### src/rtl/sorter_pkg.sv
// Shared state, message and key encodings for the conveyor sorting controller.
package sorter_pkg;

    typedef logic [1:0] state_t;

    localparam state_t ST_IDLE  = 2'd0;
    localparam state_t ST_ENTRY = 2'd1;
    localparam state_t ST_READY = 2'd2;
    localparam state_t ST_DRIVE = 2'd3;

    localparam logic [3:0] MSG_IDLE    = 4'd0;
    localparam logic [3:0] MSG_ENTRY0  = 4'd1;
    localparam logic [3:0] MSG_ENTRYN  = 4'd2;
    localparam logic [3:0] MSG_READY   = 4'd3;
    localparam logic [3:0] MSG_DRIVE   = 4'd4;
    localparam logic [3:0] MSG_BLOCKED = 4'd5;
    localparam logic [3:0] MSG_JAM     = 4'd6;

    localparam logic [4:0] KEY_START  = 5'hA;
    localparam logic [4:0] KEY_CANCEL = 5'hB;

endpackage

### src/rtl/pulse_timer.sv
// Loadable down-counter; expire is high in the last cycle of a loaded interval.
module pulse_timer #(
    parameter int unsigned PULSE_CYC = 8
) (
    input  logic clk,
    input  logic rst_n,
    input  logic load,
    input  logic clear,
    output logic expire
);
    localparam int unsigned TW = $clog2(PULSE_CYC + 1);

    logic [TW-1:0] cnt_q;

    always_ff @(posedge clk or negedge rst_n) begin
        if (!rst_n) begin
            cnt_q <= '0;
        end else if (clear) begin
            cnt_q <= '0;
        end else if (load) begin
            cnt_q <= TW'(PULSE_CYC);
        end else if (cnt_q != '0) begin
            cnt_q <= cnt_q - 1'b1;
        end
    end

    assign expire = (cnt_q == TW'(1));

endmodule

### src/rtl/sorter_ctrl.sv
// Keypad-configured sorting controller: weight digit entry, then timed, sensor-gated lane pulses.
module sorter_ctrl
    import sorter_pkg::*;
#(
    parameter int unsigned NCH       = 2,
    parameter int unsigned NUM_SLOTS = 2,
    parameter int unsigned PULSE_CYC = 8,
    parameter int unsigned CNT_W     = 8
) (
    input  logic                   clk,
    input  logic                   rst_n,
    input  logic [4:0]             key,
    input  logic                   key_valid,
    input  logic [3:0]             rfid,
    input  logic                   rfid_valid,
    input  logic [NCH-1:0]         sens,
    output logic [NCH-1:0]         mot,
    output logic [3:0]             msg,
    output logic [4*NUM_SLOTS-1:0] weights,
    output logic [CNT_W-1:0]       sort_cnt,
    output logic                   busy
);
    localparam int unsigned IW = $clog2(NUM_SLOTS + 1);

    state_t         state_q, state_d;
    logic [NCH-1:0] mot_q, mot_d, tag_hot;
    logic [3:0]     msg_q, msg_d;
    logic [3:0]     slot_q [NUM_SLOTS];
    logic [3:0]     slot_d [NUM_SLOTS];
    logic [IW-1:0]  idx_q, idx_d;
    logic [CNT_W-1:0] cnt_q, cnt_d;
    logic [3:0]     prev_digit;
    logic           t_load, t_clear, t_expire, cancel, is_digit, dup;

    pulse_timer #(
        .PULSE_CYC(PULSE_CYC)
    ) u_timer (
        .clk   (clk),
        .rst_n (rst_n),
        .load  (t_load),
        .clear (t_clear),
        .expire(t_expire)
    );

    // Tags 0 and >NCH decode to all-zero, which marks them invalid.
    always_comb begin
        tag_hot = '0;
        for (int i = 0; i < NCH; i++) begin
            if (rfid == 4'(i + 1)) tag_hot[i] = 1'b1;
        end
    end

    always_comb begin
        prev_digit = '0;
        for (int i = 0; i < NUM_SLOTS; i++) begin
            if (idx_q == IW'(i + 1)) prev_digit = slot_q[i];
        end
    end

    assign cancel   = key_valid && (key == KEY_CANCEL);
    assign is_digit = key_valid && (key <= 5'd9);
    assign dup      = (idx_q != '0) && (key[3:0] == prev_digit);

    always_comb begin
        state_d = state_q;
        mot_d   = mot_q;
        msg_d   = msg_q;
        slot_d  = slot_q;
        idx_d   = idx_q;
        cnt_d   = cnt_q;
        t_load  = 1'b0;
        t_clear = 1'b0;
        if (cancel) begin
            state_d = ST_IDLE;
            mot_d   = '0;
            msg_d   = MSG_IDLE;
            idx_d   = '0;
            t_clear = 1'b1;
            for (int i = 0; i < NUM_SLOTS; i++) slot_d[i] = '0;
        end else begin
            case (state_q)
                ST_IDLE: begin
                    if (key_valid && key == KEY_START) begin
                        state_d = ST_ENTRY;
                        idx_d   = '0;
                        msg_d   = MSG_ENTRY0;
                    end
                end
                ST_ENTRY: begin
                    if (is_digit && !dup) begin
                        for (int i = 0; i < NUM_SLOTS; i++) begin
                            if (idx_q == IW'(i)) slot_d[i] = key[3:0];
                        end
                        idx_d = idx_q + 1'b1;
                        if (idx_q == IW'(NUM_SLOTS - 1)) begin
                            state_d = ST_READY;
                            msg_d   = MSG_READY;
                        end else begin
                            msg_d = MSG_ENTRYN;
                        end
                    end
                end
                ST_READY: begin
                    if (rfid_valid && (tag_hot != '0)) begin
                        if ((tag_hot & sens) != '0) begin
                            state_d = ST_DRIVE;
                            mot_d   = tag_hot;
                            msg_d   = MSG_DRIVE;
                            t_load  = 1'b1;
                        end else begin
                            msg_d = MSG_BLOCKED;
                        end
                    end
                end
                default: begin
                    // mot_q holds the latched lane, so it doubles as the sensor select.
                    if ((mot_q & ~sens) != '0) begin
                        state_d = ST_READY;
                        mot_d   = '0;
                        msg_d   = MSG_JAM;
                        t_clear = 1'b1;
                    end else if (t_expire) begin
                        state_d = ST_READY;
                        mot_d   = '0;
                        msg_d   = MSG_READY;
                        if (cnt_q != '1) cnt_d = cnt_q + 1'b1;
                    end
                end
            endcase
        end
    end

    always_ff @(posedge clk or negedge rst_n) begin
        if (!rst_n) begin
            state_q <= ST_IDLE;
            mot_q   <= '0;
            msg_q   <= MSG_IDLE;
            idx_q   <= '0;
            cnt_q   <= '0;
            for (int i = 0; i < NUM_SLOTS; i++) slot_q[i] <= '0;
        end else begin
            state_q <= state_d;
            mot_q   <= mot_d;
            msg_q   <= msg_d;
            idx_q   <= idx_d;
            cnt_q   <= cnt_d;
            for (int i = 0; i < NUM_SLOTS; i++) slot_q[i] <= slot_d[i];
        end
    end

    for (genvar g = 0; g < NUM_SLOTS; g++) begin : g_weights
        assign weights[4*g +: 4] = slot_q[g];
    end

    assign mot      = mot_q;
    assign msg      = msg_q;
    assign sort_cnt = cnt_q;
    assign busy     = |mot_q;

endmodule

### config.mk
export PLATFORM = sky130hd
export DESIGN_NAME = sorter_ctrl
export DESIGN_NICKNAME = d
export VERILOG_FILES = /design/src/rtl/sorter_pkg.sv /design/src/rtl/pulse_timer.sv /design/src/rtl/sorter_ctrl.sv
export SDC_FILE = /design/constraint.sdc
export NUM_CORES = 1
export LEC_CHECK = 0
export ABC_AREA = 1
export BUFFER_PORTS_ARGS = -buffer_cell sky130_fd_sc_hd__buf_4
export CAP_MARGIN = 20
export CORE_ASPECT_RATIO = 0.6
export CORE_UTILIZATION = 50
export DETAILED_ROUTE_END_ITERATION = 8
export PLACE_DENSITY = 0.74
export SYNTH_ARGS = -nofsm -noshare
export SYNTH_HDL_FRONTEND = slang
export SYNTH_SLANG_ARGS = --single-unit
### constraint.sdc
create_clock -name clk -period 2.8 [get_ports clk]
set_input_delay 0.14 -clock clk [delete_from_list [all_inputs] [get_ports clk]]
set_output_delay 0.14 -clock clk [all_outputs]
set_load 0.02 [all_outputs]
==> out/qor_table.md <==
| Step | Item | Reported |
|:---|:---|:---|
| outcome | Result of the run | finished, final reports clean |
| global routing | Maximum number of pins on one net before global-route repair | 30 |
| sta | Minimum period implied by the final worst setup slack | 1.80 ns |
| sta | Final number of hold-violating endpoints | 0 |
| setup path | Worst-path fanout max | 10 |
| setup path | Setup Crit Path Kind | reg -> reg |
| synthesis | Number of warnings reported in the yosys synthesis log | 0 |
| sta | Number of max-slew violations in the final report | 0 |
| setup path | Crit path DAT | 2.02 ns |
| floorplan | Width of the chip | 81.0 um |
| power | Maximum resistive drop on vdd | 0.547 mV |
| placement | HPWL after DPL | 3440 um |
| setup path | Required time worst endpoint | 3.01 ns |
| layout | Number of fillers in the final layout | 293 |
| floorplan | Number of standard-cell rows in the floorplan | 16 |
| global routing | Overflow left after global routing | 0 |
| synthesis | Area fraction of the dominant cell type after synthesis | 0.387 |
| detailed routing | Initial DRT Pass Iterations | 4 |
| sta | Headroom to the max-slew limit | 0.606 |
| synthesis | Number of instances in the synthesized netlist | 257 |
| detailed routing | Via/cell ratio | 5.15 |
| synthesis | Avg Cell Area, Syn | 7.29 um^2 |
| synthesis | Synth Net Count | 279 |
| global routing | Number of antenna violations at the first check in global routing | 0 |
| synthesis | Biggest area contributors in the synthesized netlist | sky130_fd_sc_hd__dfrtp_1 39%, sky130_fd_sc_hd__nand2_1 16%, sky130_fd_sc_hd__nand3_1 8.0% |
| sta | Slew at the pin with the worst max-slew slack | 0.590 ns |
| sta | Setup violations, final | 0 |
| synthesis | Post-synth top flop | sky130_fd_sc_hd__dfrtp_1 |
| clock network | Post-CTS setup buffers | 0 |
| floorplan | Vertical extent of the die | 49.4 um |
| clock network | Clock transition at the registers of the reported paths | 0.06 ns |
| sta | Post-route clock period utilization | 0.644 |
| setup path | Nature of the critical path startpoint | register |
| detailed routing | Total routed wirelength | 4420 um |
| floorplan | CORE AREA | 3400 um^2 |
| synthesis | Share of synthesized registers carrying an async set or reset | 1.00 |
| detailed routing | Remaining antenna violation count | 0 |
| sta | Setup repair after global routing missed its margin | no |
| global routing | Global-route wire length before repair | 7400 um |
| power | Leakage power summed over all cells | 1.24 nW |
| placement | I/O Buffers | 36 |
| synthesis | Proportion of synthesized chip area in sequential cells | 0.387 |
| detailed routing | Number of remaining DRC errors | 0 |
| sta | Setup total negative slack | 0 ns |
| clock network | Clk sinks | 29 |
| clock network | Post-CTS resize count | 0 |
| floorplan | Die Area | 4000 um^2 |
| power | Power per standard cell area | 989 nW/um^2 |
| clock network | Max clock buf depth | 2 |
| synthesis | Count of state elements after synthesis | 29 |
| global routing | Vias in the first global route | 1572 |
| sta | Post-route clock skew | 0.00204 ns |
| clock network | Clock insertion delay at the later pin of the skew report | 0.28 ns |
| synthesis | Number of flops mapped to enable cells by yosys | 0 |
| synthesis | Largest area contributor in the synthesized netlist | sky130_fd_sc_hd__dfrtp_1 |
| flow run | Total of max-cap violations | 0 |
| synthesis | Library cells used by synthesis | 27 |
| min path | Path category of the worst min-delay check | in -> reg |
| layout | Layout overhead on the synthesized area | 21.6% |
| clock network | Cell at the root of the clock tree | sky130_fd_sc_hd__clkbuf_8 |
| synthesis | Most numerous cell in the Yosys netlist | sky130_fd_sc_hd__nand2_1 |
| detailed routing | Total vias in the final route | 1773 |
| placement | Weighted congestion at the end of routability-driven global placement | 0.982 |
| global routing | Total global routing track utilization | 0.246 |
| layout | Antenna diodes | 0 |
| synthesis | Cell Area, Synth | 1870 um^2 |
| layout | Proportion of layout cells with a drive suffix above 1 | 0.211 |
| clock network | TritonCTS buffer count | 5 |
| synthesis | Synth cell count leaders | 81 x sky130_fd_sc_hd__nand2_1, 31 x sky130_fd_sc_hd__inv_1, 30 x sky130_fd_sc_hd__nand3_1 |
| layout | Final Net Count | 321 |
| clock network | Clock tree from TritonCTS | yes |
| sta | F_max | 0.554 GHz |
| setup path | Element type at the critical path end | register |
| floorplan | I/O Pins | 38 |
| power | Total chip power | 0.00225 W |
| clock network | Deepest level of the CTS H-tree | 2 |
| detailed routing | Average routed wire per standard cell | 12.8 um |
| detailed routing | Detailed router's first-iteration violation count | 152 |
| clock network | Cts hold-fix bufs | 1 |
| floorplan | Effective utilization at floorplan | 0.550 |
==> sequential cells by signal, indices dropped and copies added, names as in the netlist <==
| signal | count |
|---|---|
| u_timer.cnt_q | 4 |
| sort_cnt | 8 |
| idx_q | 2 |
| msg | 3 |
| state_q | 2 |
| mot | 2 |
| weights | 8 |
==> worst paths after layout <==
kind	start	end	slack (ns)	cells past startpoint
max reg2reg	idx_q[0]$_DFFE_PN0P_	weights[3]$_DFFE_PN0P_	1.0	14
min in group asynchronous	rst_n	sort_cnt[0]$_DFFE_PN0P_	0.32	2
max in group asynchronous	rst_n	weights[7]$_DFFE_PN0P_	2.21	2
max	idx_q[0]$_DFFE_PN0P_	weights[3]$_DFFE_PN0P_	1.0	14
min	key[2]	weights[6]$_DFFE_PN0P_	0.16	3
min reg2reg	msg[2]$_DFFE_PN0P_	msg[2]$_DFFE_PN0P_	0.48	2
==> cells in the final DEF (no fill, tap or decap), drive strengths merged, types with 4 or more instances in the layout <==
| master | netlist | routed |
|---|---|---|
| o21ai | 11 | 11 |
| xor2 | 5 | 5 |
| buf | 2 | 36 |
| nand4 | 6 | 6 |
| dfrtp | 29 | 29 |
| clkbuf | 0 | 7 |
| nand3 | 31 | 31 |
| xnor2 | 4 | 4 |
| nor2 | 29 | 29 |
| nand2 | 86 | 86 |
| inv | 36 | 36 |
| ha | 7 | 7 |
==> area by class of cell <==
type	count	area, um^2	share of cell area
sequential	29	726	0.319
tap	45	56.3	0.0247
clock buffer	7	86.3	0.0379
multi-input combinational	190	993	0.436
inverter	36	135	0.0593
timing repair buffer	37	280	0.123
==> power by group <==
| part | internal, W | switching [W] |
|---|---|---|
| Combinational | 0.000452 | 0.000708 |
| Sequential | 0.000587 | 0.000161 |
| Clock | 0.000194 | 0.000150 |
| Total | 0.00123 | 0.00102 |
==> routing by layer <==
layer / GRT usage / share of wire
met5: 0 / 0
met3: 0.0710 / 0.093
met1: 0.401 / 0.52
met2: 0.307 / 0.38
met4: 0.0565 / 0.0095
==> critical path, stage by stage, from the launching register on <==
cell	delay [ns]
sky130_fd_sc_hd__dfrtp_1	0.39
sky130_fd_sc_hd__inv_1	0.10
sky130_fd_sc_hd__ha_1	0.23
sky130_fd_sc_hd__inv_2	0.08
sky130_fd_sc_hd__nand3_1	0.09
sky130_fd_sc_hd__nand2_1	0.06
sky130_fd_sc_hd__nand2_1	0.05
sky130_fd_sc_hd__nand2_1	0.05
sky130_fd_sc_hd__nor2_1	0.12
sky130_fd_sc_hd__nand3_1	0.09
sky130_fd_sc_hd__nand2_2	0.13
sky130_fd_sc_hd__nand2_4	0.11
sky130_fd_sc_hd__nand2_1	0.13
sky130_fd_sc_hd__nand2_1	0.06
sky130_fd_sc_hd__nand2_1	0.06
==> kinds of logic (layout without fill, tap and decap cells) <==
kind of cell,count (synthesis),after routing,synth area share
AOI/OAI and AO/OA,18,18,0.0588
xor gates and xnor gates,9,9,0.0421
adders and majority gates,7,7,0.0468
buffers and inverters,38,80,0.0822
DFF,29,29,0.387
other,1,1,0.00200
and+or+nand+nor,155,155,0.381
==> metrics by stage <==
step	utilization	cell area, um^2	std cells	hold slack (ns)	setup WS (ns)
global route	0.669	2280	344	0.178	0.748
floorplan	-	1870	257	-0.156	1.20
finish	0.669	2280	344	0.159	0.996
detailed placement	0.641	2180	336	0.0846	0.926
global placement	0.641	2180	336	0.0855	0.906
CTS	0.669	2280	344	0.146	1.00
Note: power is estimated with default switching activity, not from simulation.
